## src/rtl/boot_pkg.sv

```systemverilog
// Shared constants for the boot image sender: FSM state encoding and 8N1 frame layout.
// The verify path is compiled in with the BOOT_VERIFY_EN macro.
package boot_pkg;

    localparam int unsigned DefaultClkPerBit = 868;

    localparam int unsigned DataBits = 8;
    localparam logic        StartBit = 1'b0;
    localparam logic        StopBit  = 1'b1;
    localparam bit          HiFirst  = 1'b1;

    typedef logic [3:0] state_t;

    localparam state_t StIdle     = 4'd0;
    localparam state_t StPrefetch = 4'd1;
    localparam state_t StSendHi   = 4'd2;
    localparam state_t StSendLo   = 4'd3;
    localparam state_t StScan     = 4'd4;
    localparam state_t StRxHi     = 4'd5;
    localparam state_t StRxLo     = 4'd6;
    localparam state_t StCmp      = 4'd7;
    localparam state_t StFinish   = 4'd8;

endpackage

```

## src/rtl/boot_image_sender_if.sv

```systemverilog
// Image ROM bus between the sender (master) and a synchronous 1-cycle-latency ROM (slave).
interface boot_image_sender_if #(
    parameter int unsigned ADR_W = 6
);
    logic [ADR_W-1:0] img_adr;
    logic [15:0]      img_data;

    modport master (output img_adr, input img_data);
    modport slave  (input img_adr, output img_data);
endinterface

```

## src/rtl/uart_byte_tx.sv

```systemverilog
// 8N1 UART byte transmitter; ready rises in the last stop-bit cycle so bytes go back-to-back.
module uart_byte_tx
    import boot_pkg::*;
#(
    parameter int unsigned CLK_PER_BIT = DefaultClkPerBit
) (
    input  logic       clk_i,
    input  logic       rst_ni,
    input  logic       ce_i,
    input  logic       valid_i,
    input  logic [7:0] byte_i,
    output logic       ready_o,
    output logic       tx_o
);
    localparam int unsigned     CntW    = $clog2(CLK_PER_BIT);
    localparam logic [CntW-1:0] CntLast = CntW'(CLK_PER_BIT - 1);
    localparam logic [3:0]      StopIdx = 4'(DataBits + 1);

    logic            active_q, active_d;
    logic [3:0]      bit_q, bit_d;
    logic [CntW-1:0] cnt_q, cnt_d;
    logic [7:0]      shift_q, shift_d;
    logic            tx_q, tx_d;
    logic            bit_end;

    assign bit_end = cnt_q == CntLast;
    assign ready_o = !active_q || (bit_q == StopIdx && bit_end);
    assign tx_o    = tx_q;

    // bit_q: 0 = start, 1..8 = data LSB first, 9 = stop
    always_comb begin
        active_d = active_q;
        bit_d    = bit_q;
        cnt_d    = cnt_q;
        shift_d  = shift_q;
        tx_d     = tx_q;
        if (valid_i && ready_o) begin
            active_d = 1'b1;
            bit_d    = '0;
            cnt_d    = '0;
            shift_d  = byte_i;
            tx_d     = StartBit;
        end else if (active_q) begin
            if (bit_end) begin
                cnt_d = '0;
                if (bit_q == StopIdx) begin
                    active_d = 1'b0;
                end else begin
                    bit_d   = bit_q + 4'd1;
                    tx_d    = (bit_q == 4'(DataBits)) ? StopBit : shift_q[0];
                    shift_d = shift_q >> 1;
                end
            end else begin
                cnt_d = cnt_q + 1'b1;
            end
        end
    end

    always_ff @(posedge clk_i or negedge rst_ni) begin
        if (!rst_ni) begin
            active_q <= 1'b0;
            bit_q    <= '0;
            cnt_q    <= '0;
            shift_q  <= '0;
            tx_q     <= StopBit;
        end else if (ce_i) begin
            active_q <= active_d;
            bit_q    <= bit_d;
            cnt_q    <= cnt_d;
            shift_q  <= shift_d;
            tx_q     <= tx_d;
        end
    end
endmodule

```

## src/rtl/boot_image_sender.sv

```systemverilog
// Streams an N_WORDS x 16-bit image over UART; with BOOT_VERIFY_EN it also requests a memory
// scan and compares the returned dump against the image.
module boot_image_sender
    import boot_pkg::*;
#(
    parameter int unsigned CLK_PER_BIT = DefaultClkPerBit,
    parameter int unsigned N_WORDS     = 64,
    parameter int unsigned ADR_W       = 6
) (
    input  logic                clk_i,
    input  logic                rst_ni,
    input  logic                ce_i,
    input  logic                start_i,
    boot_image_sender_if.master img_bus,
    output logic                tx_o,
`ifdef BOOT_VERIFY_EN
    input  logic                rx_i,
    output logic                scan_req_o,
`endif
    output logic                busy_o,
    output logic                done_o,
    output logic                err_o,
    output logic [ADR_W:0]      err_count_o
);
    state_t           state_q, state_d;
    logic [ADR_W-1:0] word_q, word_d;
    logic [ADR_W-1:0] adr_q, adr_d;
    logic [7:0]       second_q, second_d;
    logic             busy_q, busy_d;
    logic             done_q, done_d;
    logic             last_word;
    logic [7:0]       first_byte, second_byte;
    logic             tx_valid, tx_ready;
    logic [7:0]       tx_byte;

    assign last_word   = word_q == ADR_W'(N_WORDS - 1);
    assign first_byte  = HiFirst ? img_bus.img_data[15:8] : img_bus.img_data[7:0];
    assign second_byte = HiFirst ? img_bus.img_data[7:0] : img_bus.img_data[15:8];

    assign img_bus.img_adr = adr_q;
    assign busy_o          = busy_q;
    assign done_o          = done_q;

    uart_byte_tx #(
        .CLK_PER_BIT(CLK_PER_BIT)
    ) u_tx (
        .clk_i  (clk_i),
        .rst_ni (rst_ni),
        .ce_i   (ce_i),
        .valid_i(tx_valid),
        .byte_i (tx_byte),
        .ready_o(tx_ready),
        .tx_o   (tx_o)
    );

    // Address is held at 0 in IDLE, so word 0 is already on img_data during PREFETCH.
    always_comb begin
        tx_valid = 1'b0;
        tx_byte  = second_q;
        case (state_q)
            StPrefetch: begin
                tx_valid = 1'b1;
                tx_byte  = first_byte;
            end
            StSendHi: tx_valid = tx_ready;
            StSendLo: begin
                if (!last_word) begin
                    tx_valid = tx_ready;
                    tx_byte  = first_byte;
                end
            end
            default: ;
        endcase
    end

`ifdef BOOT_VERIFY_EN
    localparam int unsigned     CntW      = $clog2(CLK_PER_BIT);
    localparam logic [CntW-1:0] RxLast    = CntW'(CLK_PER_BIT - 1);
    localparam logic [CntW-1:0] RxSample  = CntW'(CLK_PER_BIT / 2);
    localparam logic [3:0]      RxStopIdx = 4'(DataBits + 1);
    localparam logic [ADR_W:0]  ErrMax    = (ADR_W + 1)'(N_WORDS);

    logic            rx_meta_q, rx_sync_q, rx_prev_q;
    logic            rx_active_q, rx_active_d;
    logic [3:0]      rx_bit_q, rx_bit_d;
    logic [CntW-1:0] rx_cnt_q, rx_cnt_d;
    logic [7:0]      rx_shift_q, rx_shift_d;
    logic            rx_en, rx_done;
    logic [7:0]      rx_first_q, rx_first_d, rx_second_q, rx_second_d;
    logic            frame_err_q, frame_err_d;
    logic            cmp_wait_q, cmp_wait_d;
    logic            err_q, err_d;
    logic [ADR_W:0]  err_cnt_q, err_cnt_d;
    logic [15:0]     rx_word;

    assign rx_en       = state_q == StScan || state_q == StRxHi || state_q == StRxLo ||
                         state_q == StCmp;
    assign rx_word     = HiFirst ? {rx_first_q, rx_second_q} : {rx_second_q, rx_first_q};
    assign scan_req_o  = state_q == StScan;
    assign err_o       = err_q;
    assign err_count_o = err_cnt_q;

    // rx_cnt_q counts cycles since the synchronized falling edge; sample mid-bit.
    always_comb begin
        rx_active_d = rx_active_q;
        rx_bit_d    = rx_bit_q;
        rx_cnt_d    = rx_cnt_q;
        rx_shift_d  = rx_shift_q;
        rx_done     = 1'b0;
        if (!rx_en) begin
            rx_active_d = 1'b0;
        end else if (!rx_active_q) begin
            if (rx_prev_q && !rx_sync_q) begin
                rx_active_d = 1'b1;
                rx_bit_d    = '0;
                rx_cnt_d    = CntW'(1);
            end
        end else begin
            if (rx_cnt_q == RxLast) begin
                rx_cnt_d = '0;
                rx_bit_d = rx_bit_q + 4'd1;
            end else begin
                rx_cnt_d = rx_cnt_q + 1'b1;
            end
            if (rx_cnt_q == RxSample) begin
                if (rx_bit_q == RxStopIdx) begin
                    rx_done     = 1'b1;
                    rx_active_d = 1'b0;
                end else if (rx_bit_q != 4'd0) begin
                    rx_shift_d = {rx_sync_q, rx_shift_q[7:1]};
                end
            end
        end
    end

    always_ff @(posedge clk_i or negedge rst_ni) begin
        if (!rst_ni) begin
            rx_meta_q   <= 1'b1;
            rx_sync_q   <= 1'b1;
            rx_prev_q   <= 1'b1;
            rx_active_q <= 1'b0;
            rx_bit_q    <= '0;
            rx_cnt_q    <= '0;
            rx_shift_q  <= '0;
            rx_first_q  <= '0;
            rx_second_q <= '0;
            frame_err_q <= 1'b0;
            cmp_wait_q  <= 1'b0;
            err_q       <= 1'b0;
            err_cnt_q   <= '0;
        end else if (ce_i) begin
            rx_meta_q   <= rx_i;
            rx_sync_q   <= rx_meta_q;
            rx_prev_q   <= rx_sync_q;
            rx_active_q <= rx_active_d;
            rx_bit_q    <= rx_bit_d;
            rx_cnt_q    <= rx_cnt_d;
            rx_shift_q  <= rx_shift_d;
            rx_first_q  <= rx_first_d;
            rx_second_q <= rx_second_d;
            frame_err_q <= frame_err_d;
            cmp_wait_q  <= cmp_wait_d;
            err_q       <= err_d;
            err_cnt_q   <= err_cnt_d;
        end
    end
`else
    assign err_o       = 1'b0;
    assign err_count_o = '0;
`endif

    always_comb begin
        state_d  = state_q;
        word_d   = word_q;
        adr_d    = adr_q;
        second_d = second_q;
        busy_d   = busy_q;
        done_d   = 1'b0;
`ifdef BOOT_VERIFY_EN
        rx_first_d  = rx_first_q;
        rx_second_d = rx_second_q;
        frame_err_d = frame_err_q;
        cmp_wait_d  = cmp_wait_q;
        err_d       = err_q;
        err_cnt_d   = err_cnt_q;
`endif
        case (state_q)
            StIdle: begin
                adr_d = '0;
                if (start_i) begin
                    state_d = StPrefetch;
                    busy_d  = 1'b1;
                    word_d  = '0;
`ifdef BOOT_VERIFY_EN
                    err_d     = 1'b0;
                    err_cnt_d = '0;
`endif
                end
            end
            StPrefetch: begin
                second_d = second_byte;
                state_d  = StSendHi;
            end
            StSendHi: begin
                if (tx_ready) begin
                    state_d = StSendLo;
                    if (!last_word) adr_d = word_q + 1'b1;
                end
            end
            StSendLo: begin
                if (tx_ready) begin
                    if (last_word) begin
`ifdef BOOT_VERIFY_EN
                        state_d = StScan;
                        word_d  = '0;
`else
                        state_d = StFinish;
`endif
                    end else begin
                        second_d = second_byte;
                        word_d   = word_q + 1'b1;
                        state_d  = StSendHi;
                    end
                end
            end
`ifdef BOOT_VERIFY_EN
            StScan: state_d = StRxHi;
            StRxHi: begin
                if (rx_done) begin
                    rx_first_d  = rx_shift_q;
                    frame_err_d = rx_sync_q != StopBit;
                    state_d     = StRxLo;
                end
            end
            StRxLo: begin
                if (rx_done) begin
                    rx_second_d = rx_shift_q;
                    frame_err_d = frame_err_q | (rx_sync_q != StopBit);
                    adr_d       = word_q;
                    cmp_wait_d  = 1'b1;
                    state_d     = StCmp;
                end
            end
            // First CMP cycle waits out the ROM read latency of the re-driven address.
            StCmp: begin
                cmp_wait_d = 1'b0;
                if (!cmp_wait_q) begin
                    if (frame_err_q || rx_word != img_bus.img_data) begin
                        err_d = 1'b1;
                        if (err_cnt_q != ErrMax) err_cnt_d = err_cnt_q + 1'b1;
                    end
                    if (last_word) begin
                        state_d = StFinish;
                    end else begin
                        word_d  = word_q + 1'b1;
                        state_d = StRxHi;
                    end
                end
            end
`endif
            StFinish: begin
                done_d  = 1'b1;
                busy_d  = 1'b0;
                adr_d   = '0;
                state_d = StIdle;
            end
            default: state_d = StIdle;
        endcase
    end

    always_ff @(posedge clk_i or negedge rst_ni) begin
        if (!rst_ni) begin
            state_q  <= StIdle;
            word_q   <= '0;
            adr_q    <= '0;
            second_q <= '0;
            busy_q   <= 1'b0;
            done_q   <= 1'b0;
        end else if (ce_i) begin
            state_q  <= state_d;
            word_q   <= word_d;
            adr_q    <= adr_d;
            second_q <= second_d;
            busy_q   <= busy_d;
            done_q   <= done_d;
        end
    end
endmodule

```

## src/flat_wrapper.sv

```systemverilog
// flat-port wrapper written by rule: the top's interface ports become plain ports
module boot_image_sender_flat import boot_pkg::*;
#(
    parameter int unsigned CLK_PER_BIT = DefaultClkPerBit,
    parameter int unsigned N_WORDS     = 64,
    parameter int unsigned ADR_W       = 6
)
  (clk_i, rst_ni, ce_i, start_i, tx_o, busy_o, done_o, err_o, err_count_o, img_bus_img_adr, img_bus_img_data);
  boot_image_sender_if #(.ADR_W(ADR_W)) img_bus_i ();
  input  logic clk_i;
  input  logic rst_ni;
  input  logic ce_i;
  input  logic start_i;
  output logic tx_o;
  output logic busy_o;
  output logic done_o;
  output logic err_o;
  output logic [ADR_W:0] err_count_o;
  output wire logic [$bits(img_bus_i.img_adr)-1:0] img_bus_img_adr;
  input wire logic [$bits(img_bus_i.img_data)-1:0] img_bus_img_data;
  assign img_bus_img_adr = img_bus_i.img_adr;
  assign img_bus_i.img_data = img_bus_img_data;
  boot_image_sender #(.CLK_PER_BIT(CLK_PER_BIT), .N_WORDS(N_WORDS), .ADR_W(ADR_W)) u_core (.clk_i(clk_i), .rst_ni(rst_ni), .ce_i(ce_i), .start_i(start_i), .img_bus(img_bus_i), .tx_o(tx_o), .busy_o(busy_o), .done_o(done_o), .err_o(err_o), .err_count_o(err_count_o));
endmodule
```

## config.mk

```make
export PLATFORM = sky130hd
export DESIGN_NAME = boot_image_sender_flat
export DESIGN_NICKNAME = d
export VERILOG_FILES = /design/src/rtl/boot_pkg.sv /design/src/rtl/boot_image_sender_if.sv /design/src/rtl/uart_byte_tx.sv /design/src/rtl/boot_image_sender.sv /design/src/flat_wrapper.sv
export SDC_FILE = /design/constraint.sdc
export NUM_CORES = 1
export LEC_CHECK = 0
export CAP_MARGIN = 25
export CORE_MARGIN = 4
export CORE_UTILIZATION = 30
export CTS_CLUSTER_DIAMETER = 100
export DETAILED_ROUTE_END_ITERATION = 10
export GPL_TIMING_DRIVEN = 0
export PLACE_DENSITY = 0.48
export SLEW_MARGIN = 25
export SYNTH_ARGS = -nofsm -noshare
export SYNTH_HDL_FRONTEND = slang
export SYNTH_SLANG_ARGS = --single-unit
```

## constraint.sdc

```tcl
create_clock -name clk_i -period 3.05 [get_ports clk_i]
set_clock_uncertainty 0.1 [all_clocks]
set_input_delay 0.61 -clock clk_i [delete_from_list [all_inputs] [get_ports clk_i]]
set_output_delay 0.61 -clock clk_i [all_outputs]
set_load 0.005 [all_outputs]
```

==> flow_summary.yaml <==
timing:
  maxSlewViolCount: 0
  relSlewSlack_pct: 50.4
  rsz0062_at_grt: "no"
  worst_pin_slew_ns: 0.736
  min_period_ns: 2.56
  setup_viol: 0
  fmax_mhz: 391
  fin_setup_tns_ns: 0
  worst_slack_ns: 0.489
  hold_slack_ns: 0.145
  hold_violations: 0
  post-route-period-util_pct: 84.0
synthesis:
  syn_avg_cell_area_um2: 10.4
  synth.lib_cells_used.distinct: 52
  synth.largest_area_cell: "dfrtp_1"
  synth_area_um2: 2620
  async_flop_share_pct: 100
  synth_edf_count: 0
  synth.most_common_cell: "dfrtp_1"
  yosys.area.top_type_share_pct: 45.9
  ys_seq_area_share_pct: 46.9
  synth_flop_cell: "dfrtp_1"
  yosysWarnings: 0
  ys_ff_latch: 49
  synthTopCellsByCount: "dfrtp_1 (48), o21ai_0 (26), nand2_1 (17), a22o_1 (12), nor2_1 (10)"
  synthTopCellsByArea: "dfrtp_1 (46%), o21ai_0 (5.0%), a22o_1 (4.0%)"
  syn_inst: 252
floorplan:
  start_util_pct: 31.4
  core-area_um2: 8340
  die_w_um: 101
  rows: 33
  dieArea_um2: 10300
  die_y_um: 101
  ios: 37
clock_network:
  postCtsHoldBufs: 0
  cts-root-buf: "clkbuf_8"
  cts_setup_buffers: 0
  h-tree-depth: 2
  clock-sinks: 49
  clk_path_buf_depth: 2
  cts-buffers-inserted: 5
  tritoncts: "yes"
  clkSlewWorstSetupHoldPaths_ns: 0.10
  clk_latency_ns: 0.31
  postCtsResizedCells: 0
placement:
  dp_hpwl_um: 4000
  io_buffers: 28
  placed_area_um2: 3080
  gp_congestion: 0.741
  preCtsSetupSlack_ns: 0.310
setup_path:
  cp_num_buf_inv: 2
  crit_fanout: 10
  arrival_ns: 2.69
  start_kind: "flip-flop"
  crit_type: "reg2reg"
  r2r_cells: 8
  critical-path-top-delay-family: "compound AO/OA/AOI/OAI gates"
  cp_slowest_stage_delay_ns: 0.44
  cp-end-kind: "flip-flop"
  worstReg2RegStart: "u_core.word_q[0]"
  crit_chain: "ha_1 -> and3_1 -> clkbuf_1 -> a211oi_1 -> buf_2 -> o21ai_1 -> or3_1 -> a21oi_1"
  r2r_setup_slack_ns: 0.49
  cp_slowest_cell: "dfrtp_1"
  r2r-end: "u_core.u_tx.cnt_q[7]"
  required_ns: 3.18
layout:
  antennaDiodeCount: 0
  drive_gt1_share_pct: 12.8
  final_area_um2: 3180
  finalNetCount: 320
  fin_util_pct: 38.1
  fillers: 859
  syn_to_final_growth_pct: 21.5
global_route:
  antenna_found_initial: 0
  grt_pass1_wl_um: 9950
  grt_remaining_overflow: 0
  grt_use_total_pct: 12.0
  grt_max_degree: 50
  first_global_vias: 2117
route:
  wl_per_cell_um: 14.0
  first_iter_violations: 100
  via_per_inst: 5.05
  wl_um: 5630
  vias: 2026
  drc: 0
  ant_nets: 0
  dr.pass1.iters: 4
pwr:
  p_leak_nw: 1.35
  ir_worst_vdd_mv: 0.203
  powerDensity_nw_per_um2: 435
worst_hold_path:
  hp-class: "in2async"
status:
  outcome: "finished clean"
flow_run:
  drv_cap: 0
## per-layer routing
layer / part of all wire (%) / wire (µm) / GRT usage (%) / vias to the layer above
li1: - / - / - / 992
met1: 48 / 2690 / 16.0 / 987
met2: 47 / 2620 / 19.6 / 42
met3: 4.6 / 260 / 2.48 / 5
met4: 1.1 / 64 / 3.68 / 0
met5: 0 / 0 / 0 / -
## power by group
part	total, mW	switching [mW]	leakage (nW)	internal (mW)
Combinational	0.187	0.0827	0.678	0.104
Sequential	0.774	0.0558	0.617	0.719
Clock	0.420	0.231	0.0518	0.189
Total	1.38	0.370	1.35	1.01
## final cells by class
cell class / count / area [µm²] / area share [%]
Buffer: 20 / 108 / 3.39
Clock buffer: 6 / 82.6 / 2.60
Clock inverter: 2 / 17.5 / 0.551
Inverter: 7 / 26.3 / 0.827
Multi-Input combinational cell: 183 / 1280 / 40.3
Sequential cell: 49 / 1230 / 38.6
Tap cell: 105 / 131 / 4.13
Timing Repair Buffer: 29 / 305 / 9.61
## cells by family (layout without fill, tap and decap cells)
group                      Yosys count  count (layout)  synth area share (%)
AOI/OAI and AO/OA                   75              75                  20.7
DFF                                 49              49                  46.9
other                                1               8                 0.143
muxes                               18              18                  7.32
buffers and inverters               27              64                  5.12
adders and majority gates            5               5                  2.39
xor gates and xnor gates             6               6                  2.01
and+or+nand+nor                     71              71                  15.4
## worst max-delay path by stage
stage	cells past startpoint	startpoint	slack [ns]	to
3_5_place_dp	7	ce_i	0.31	u_core.word_q[0]
4_1_cts	7	u_core.word_q[0]	0.43	u_core.u_tx.cnt_q[4]
3_3_place_gp	1	rst_ni	-0.38	u_core.u_tx.shift_q[7]
5_1_grt	8	u_core.word_q[0]	0.23	u_core.u_tx.shift_q[4]
2_1_floorplan	7	u_core.u_tx.bit_q[1]	0.80	u_core.img_bus.img_adr[2]
6_report	8	u_core.word_q[0]	0.49	u_core.u_tx.cnt_q[7]
## metrics by stage
step	total power [mW]	cells
floorplan	0.897	259
global placement	0.972	392
detailed placement	0.979	393
CTS	1.41	401
global route	1.47	401
finish	1.38	401
## cell usage in the layout, fill, tap and decap left out, types with 2 or more instances in the layout
cell type,instances
nor2b_1,3
mux2_2,9
a22oi_1,8
and3_1,4
ha_1,5
xnor2_1,2
a22o_1,12
nor3_1,3
nor2_1,10
and4_1,3
and2_1,4
buf_1,2
or3_1,4
inv_1,7
o21ai_0,26
nand2b_1,6
clkdlybuf4s50_1,27
clkbuf_8,6
buf_4,9
nand2_1,17
a21oi_1,8
conb_1,8
nand4_1,5
mux2i_1,9
xor2_1,4
nand3_1,6
a311o_1,2
dfrtp_1,48
clkbuf_1,8
buf_2,2
a21o_1,3
## registers in the layout, summed over array words and instances (netlist names), 3 cells and up
| signal | count |
|---|---|
| u_core.img_bus.img_adr | 6 |
| u_core.second_q | 8 |
| u_core.state_q | 3 |
| u_core.u_tx.bit_q | 4 |
| u_core.u_tx.cnt_q | 10 |
| u_core.u_tx.shift_q | 8 |
| u_core.word_q | 6 |
No activity file was read; power rests on OpenSTA's default activity.
